--- src/rtl/cmac_tx_axis_arb.sv ---
`default_nettype none
// ============================================================================
// Module   : cmac_tx_axis_arb
// Brief    : Packet-atomic round-robin merge of NUM_CH AXIS sources onto the
//            CMAC TX AXIS port, with a one-stage output register slice.
//            Define CMAC_TX_ARB_PKT_CNT_EN to build per-channel packet counters.
// Revision : 1.0 - initial release
// ============================================================================
module cmac_tx_axis_arb #(
    parameter  int NUM_CH = 2,
    parameter  int DATA_W = 512,
    parameter  int CNT_W  = 32,
    localparam int KEEP_W = DATA_W / 8,
    localparam int CH_W   = $clog2(NUM_CH)
) (
    input  logic                     clk,
    input  logic                     reset,

    input  logic [NUM_CH-1:0]        s_axis_tvalid,
    output logic [NUM_CH-1:0]        s_axis_tready,
    input  logic [NUM_CH*DATA_W-1:0] s_axis_tdata,
    input  logic [NUM_CH*KEEP_W-1:0] s_axis_tkeep,
    input  logic [NUM_CH-1:0]        s_axis_tlast,
    input  logic [NUM_CH-1:0]        s_axis_tuser,

    output logic                     m_axis_tvalid,
    input  logic                     m_axis_tready,
    output logic [DATA_W-1:0]        m_axis_tdata,
    output logic [KEEP_W-1:0]        m_axis_tkeep,
    output logic                     m_axis_tlast,
    output logic                     m_axis_tuser,

    input  logic [NUM_CH-1:0]        ch_enable,
    output logic [CH_W-1:0]          active_ch,
    output logic                     busy,
    output logic [NUM_CH*CNT_W-1:0]  pkt_cnt,
    input  logic                     cnt_clear
);

    typedef enum logic [0:0] {
        ST_IDLE = 1'b0,
        ST_PASS = 1'b1
    } state_t;

    state_t              state_q;
    logic [CH_W-1:0]     active_ch_q;
    logic [CH_W-1:0]     last_ch_q;

    logic                m_tvalid_q;
    logic [DATA_W-1:0]   m_tdata_q;
    logic [KEEP_W-1:0]   m_tkeep_q;
    logic                m_tlast_q;
    logic                m_tuser_q;

    logic                w_out_rdy;
    logic                w_sel_valid;
    logic                w_sel_last;
    logic                w_sel_user;
    logic [DATA_W-1:0]   w_sel_data;
    logic [KEEP_W-1:0]   w_sel_keep;
    logic                w_accept;
    logic                w_accept_last;
    logic [NUM_CH-1:0]   w_tready;

    logic                w_grant_found;
    logic [CH_W-1:0]     w_grant_ch;
    logic [CH_W-1:0]     w_scan_idx;

    // The slot can take a new beat when empty or when it is draining this cycle.
    assign w_out_rdy     = !m_tvalid_q || m_axis_tready;

    assign w_sel_valid   = s_axis_tvalid[active_ch_q];
    assign w_sel_last    = s_axis_tlast[active_ch_q];
    assign w_sel_user    = s_axis_tuser[active_ch_q];
    assign w_sel_data    = s_axis_tdata[int'(active_ch_q)*DATA_W +: DATA_W];
    assign w_sel_keep    = s_axis_tkeep[int'(active_ch_q)*KEEP_W +: KEEP_W];

    assign w_accept      = (state_q == ST_PASS) && w_out_rdy && w_sel_valid;
    assign w_accept_last = w_accept && w_sel_last;

    always_comb begin
        w_tready = '0;
        if (state_q == ST_PASS) begin
            w_tready[active_ch_q] = w_out_rdy;
        end
    end

    assign s_axis_tready = w_tready;

    // Rotating search starting one past the last granted channel.
    always_comb begin
        w_grant_found = 1'b0;
        w_grant_ch    = '0;
        w_scan_idx    = '0;
        for (int k = 1; k <= NUM_CH; k++) begin
            w_scan_idx = CH_W'((int'(last_ch_q) + k) % NUM_CH);
            if (!w_grant_found && s_axis_tvalid[w_scan_idx] && ch_enable[w_scan_idx]) begin
                w_grant_found = 1'b1;
                w_grant_ch    = w_scan_idx;
            end
        end
    end

    always_ff @(posedge clk) begin
        if (reset) begin
            state_q     <= ST_IDLE;
            active_ch_q <= '0;
            last_ch_q   <= CH_W'(NUM_CH - 1);
            m_tvalid_q  <= 1'b0;
            m_tdata_q   <= '0;
            m_tkeep_q   <= '0;
            m_tlast_q   <= 1'b0;
            m_tuser_q   <= 1'b0;
        end else begin
            if (w_accept) begin
                m_tvalid_q <= 1'b1;
                m_tdata_q  <= w_sel_data;
                m_tkeep_q  <= w_sel_keep;
                m_tlast_q  <= w_sel_last;
                m_tuser_q  <= w_sel_user;
            end else if (m_axis_tready) begin
                m_tvalid_q <= 1'b0;
            end

            case (state_q)
                ST_IDLE: begin
                    if (w_grant_found) begin
                        active_ch_q <= w_grant_ch;
                        last_ch_q   <= w_grant_ch;
                        state_q     <= ST_PASS;
                    end
                end
                ST_PASS: begin
                    if (w_accept_last) begin
                        state_q <= ST_IDLE;
                    end
                end
                default: state_q <= ST_IDLE;
            endcase
        end
    end

    assign m_axis_tvalid = m_tvalid_q;
    assign m_axis_tdata  = m_tdata_q;
    assign m_axis_tkeep  = m_tkeep_q;
    assign m_axis_tlast  = m_tlast_q;
    assign m_axis_tuser  = m_tuser_q;
    assign active_ch     = active_ch_q;
    assign busy          = (state_q == ST_PASS);

`ifdef CMAC_TX_ARB_PKT_CNT_EN
    for (genvar g = 0; g < NUM_CH; g++) begin : g_pkt_cnt
        logic [CNT_W-1:0] cnt_q;
        logic [CNT_W-1:0] cnt_d;

        // Clear takes priority over a completing packet in the same cycle.
        always_comb begin
            cnt_d = cnt_q;
            if (cnt_clear) begin
                cnt_d = '0;
            end else if (w_accept_last && (active_ch_q == CH_W'(g))) begin
                cnt_d = cnt_q + CNT_W'(1);
            end
        end

        always_ff @(posedge clk) begin
            if (reset) begin
                cnt_q <= '0;
            end else begin
                cnt_q <= cnt_d;
            end
        end

        assign pkt_cnt[g*CNT_W +: CNT_W] = cnt_q;
    end
`else
    logic unused_cnt_clear;
    assign unused_cnt_clear = cnt_clear;
    assign pkt_cnt          = '0;
`endif

endmodule
`default_nettype wire

--- config.mk ---
export PLATFORM = sky130hd
export DESIGN_NAME = cmac_tx_axis_arb
export DESIGN_NICKNAME = d
export VERILOG_FILES = /design/src/rtl/cmac_tx_axis_arb.sv
export SDC_FILE = /design/constraint.sdc
export NUM_CORES = 1
export LEC_CHECK = 0
export CAP_MARGIN = 25
export CORE_AREA = 2 2 715 717
export CTS_BUF_LIST = sky130_fd_sc_hd__clkbuf_4 sky130_fd_sc_hd__clkbuf_8 sky130_fd_sc_hd__clkbuf_16
export DETAILED_ROUTE_END_ITERATION = 10
export DIE_AREA = 0 0 717 719
export DONT_BUFFER_PORTS = 1
export MAX_ROUTING_LAYER = met4
export PLACE_DENSITY_LB_ADDON = 0.12
export REMOVE_ABC_BUFFERS = 1
export SYNTH_ARGS = -nofsm -noshare
export SYNTH_HDL_FRONTEND = slang
export SYNTH_SLANG_ARGS = --single-unit
--- constraint.sdc ---
create_clock -name clk -period 2.4 [get_ports clk]
set_clock_uncertainty 0.1 [all_clocks]
set_input_delay 0.36 -clock clk [delete_from_list [all_inputs] [get_ports clk]]
set_output_delay 0.36 -clock clk [all_outputs]
set_load 0.02 [all_outputs]
==> run metrics <==
status complete, but fails checks; failing checks slew limit; CTS tree done; most common library cells after synthesis dfxtp_1 (582), mux2i_1 (578), a31oi_1 (577), a211oi_2 (500), clkbuf_1 (239); complex-gate fraction of the synthesized area 34.40%; Synth Area per Inst 10.94 µm²; H-tree depth 3; final setup vio count 0; Synth Area in XOR/XNOR 0%; top-area cell type share of the netlist area 38.20%; I/O Buffers 0; Max Fanout on Critical Path 75; first-pass GRT wire length 385900 µm; Synth Area in Simple Gates 0.2133%; Max Transition Viols Final 73; die height 719 µm; Reg area 11660 µm²; vias per inst 2.916; register area share after synthesis 38.20%; TritonCTS sink count 582; count leader, synth dfxtp_1; fin area 54900 µm²; fraction of registers with async set/reset 0%; antenna violations before repair 348; nets 5078; post-synthesis mux area share 19.06%; total design power 34430 µW; DRT antenna net count 0; Leakage 0.01604 µW; WP data arrival 2.86 ns; Worst Setup End Kind register; Die Width 717 µm; Max Cap Viol 0; unrepaired setup endpoints after global routing yes; synthesized area 30500 µm²; Clock Tree Buf Depth 4; CTS root buf clkbuf_16; Syn-to-layout area delta 80.01%; Core ar. 507800 µm²; Synth Warn # 0; Min-Delay Endpoint m_axis_tdata[363]; standard-cell rows 262; CP startpoint kind register; multi-input logic area 16640 µm²; area post-placement 39190 µm²; routability congestion estimate from global placement 0.9722; Die Area 515500 µm²; DR vias 31794; CP Launch Point active_ch; P per Cell Area 627.2 nW/µm²; WS Path Type reg2reg; Filler cells 57991; Cells after Synth 2787; Post-synth EDFFs 0; DP HPWL 251800 µm; worst min-delay path class in2reg; Worst IR Drop VDD 0.0004649 V; WHS Path Cells 2; largest area contributor in the netlist dfxtp_1; worst reg2reg startpoint active_ch; RR Endpoint m_axis_tdata[5]; Util after Layout 10.81%; GRT overflow 0; synth unique cells 25; cts bufs inserted 94; Req. time, crit path 2.91 ns; DRC viols 0; Slew HR -14.07%; Wirelength per Cell 28.69 µm; Worst-Margin Slew 1.711 ns; Worst Setup Slack, final 0.05067 ns; share of cells above drive strength 1 23.43%; Period minus WS final 2.349 ns; vias in the first global route 31859; Reg2Reg Depth 7; Tcrit/Tclk final 97.89%; Main synth FF type dfxtp_1; GRT Total Usage 11.84%; HP Start reset; main combinational cell family by area after synthesis compound AO/OA/AOI/OAI gates; top post-synthesis cells by area dfxtp_1 (38%), a211oi_2 (21%), mux2i_1 (19%), a31oi_1 (12%), clkbuf_1 (2.9%); Clock Pin Slew Worst Setup and Hold Paths 0.06 ns; Ports 1811; Adder-Cell Fraction of Synth Area 0%; Initial Util 6.006%; WHS 0.04287 ns; clock latency at the later pin of the worst-skew pair 0.81 ns; Synth Register Bits 582; Initial DRC Count 1887; Place WS -0.1281 ns; Max Freq 425.7 MHz; Worst R2R Setup Slack 0.05 ns; DR pass1 iterations 5; WL final 312800 µm; final hold vios 0; largest net degree at the start of global routing 159
[report_power, final]
| part | switching [µW] | internal (µW) |
|---|---|---|
| clock network | 5810 | 8600 |
| registers | 1770 | 10400 |
| logic | 4450 | 3370 |
| total | 12000 | 22400 |
[worst max-delay path, stage by stage (launching register included)]
cell,delay (ns)
dfxtp_4,0.36
buf_6,0.11
buf_16,0.12
buf_12,0.17
buf_16,0.32
mux2i_1,0.46
buf_4,0.19
a211oi_2,0.05
[metrics by stage]
step | setup TNS [ns] | std cells
floorplan | - | 2398
global placement | -3.200 | 9364
detailed placement | -2.808 | 9364
CTS | -0.009257 | 10709
global route | -0.01053 | 10867
finish | 0 | 10902
[cell type report]
cell class                      count  share of cell area, %
Clock buffer                      147                  5.313
Multi-Input combinational cell   1816                  30.32
Timing Repair Buffer             1420                  26.62
Sequential cell                   582                  21.24
Antenna cell                      192                 0.8752
Tap cell                         6732                  15.34
Clock inverter                     13                 0.2940
[worst max path at each step]
stage | endpoint | slack [ns] | cells past startpoint
after floorplan | busy | -38.96 | 3
after global placement | m_axis_tdata[495] | -0.11 | 3
after detailed placement | m_axis_tkeep[20] | -0.13 | 4
after CTS | active_ch | -0.009 | 4
after global routing | m_axis_tdata[483] | -0.01 | 7
final | m_axis_tdata[5] | 0.05 | 7
[cell families (layout without fill, tap and decap cells)]
group / count (synthesis) / count (layout)
flops: 582 / 582
mux: 580 / 580
compound gates: 1160 / 1160
buf+inv: 452 / 1580
simple gates: 12 / 12
other cells: 1 / 256
[metal layers]
layer / vias to the layer above / track usage [%] / part of all wire, %
met5: - / - / 0
met4: 0 / 4.075 / 4.3
met2: 1846 / 19.59 / 48
li1: 13472 / - / -
met1: 15877 / 13.06 / 39
met3: 599 / 4.336 / 9.6
[cells in the final DEF, fill, tap and decap left out, types with 2 or more instances in the layout]
| master | netlist | routed |
|---|---|---|
| bufbuf_16 | 0 | 5 |
| and3_4 | 0 | 2 |
| dfxtp_4 | 0 | 2 |
| bufinv_16 | 0 | 3 |
| nand3b_1 | 2 | 2 |
| a31oi_1 | 577 | 577 |
| mux2i_1 | 578 | 578 |
| clkbuf_4 | 0 | 30 |
| clkbuf_8 | 0 | 21 |
| a21oi_1 | 2 | 2 |
| buf_6 | 55 | 7 |
| conb_1 | 1 | 64 |
| clkbuf_16 | 0 | 97 |
| a211oi_1 | 77 | 77 |
| buf_4 | 70 | 187 |
| a211oi_2 | 500 | 500 |
| nand2_1 | 3 | 3 |
| clkinv_2 | 0 | 5 |
| diode_2 | 0 | 192 |
| dfxtp_1 | 582 | 579 |
| dlygate4sd3_1 | 0 | 1157 |
| buf_16 | 0 | 14 |
| clkinvlp_4 | 0 | 2 |
| buf_12 | 0 | 48 |
[registers in the layout, indices dropped and copies added, names as in the netlist]
name           flops
active_ch          1
busy               1
last_ch_q          1
m_axis_tdata     512
m_axis_tkeep      64
m_axis_tlast       1
m_axis_tuser       1
m_axis_tvalid      1
[timing repair]
action | in CTS | in global routing
endpoints found under the setup margin | 38 | 84
pin swaps | 2 | 0
hold buffers | 1159 | 0
hold endpoints to repair | 578 | 0
resized for setup | 19 | 9
gates cloned | 5 | 1
buffers inserted | 22 | 0
(Power assumes the default switching activity.)
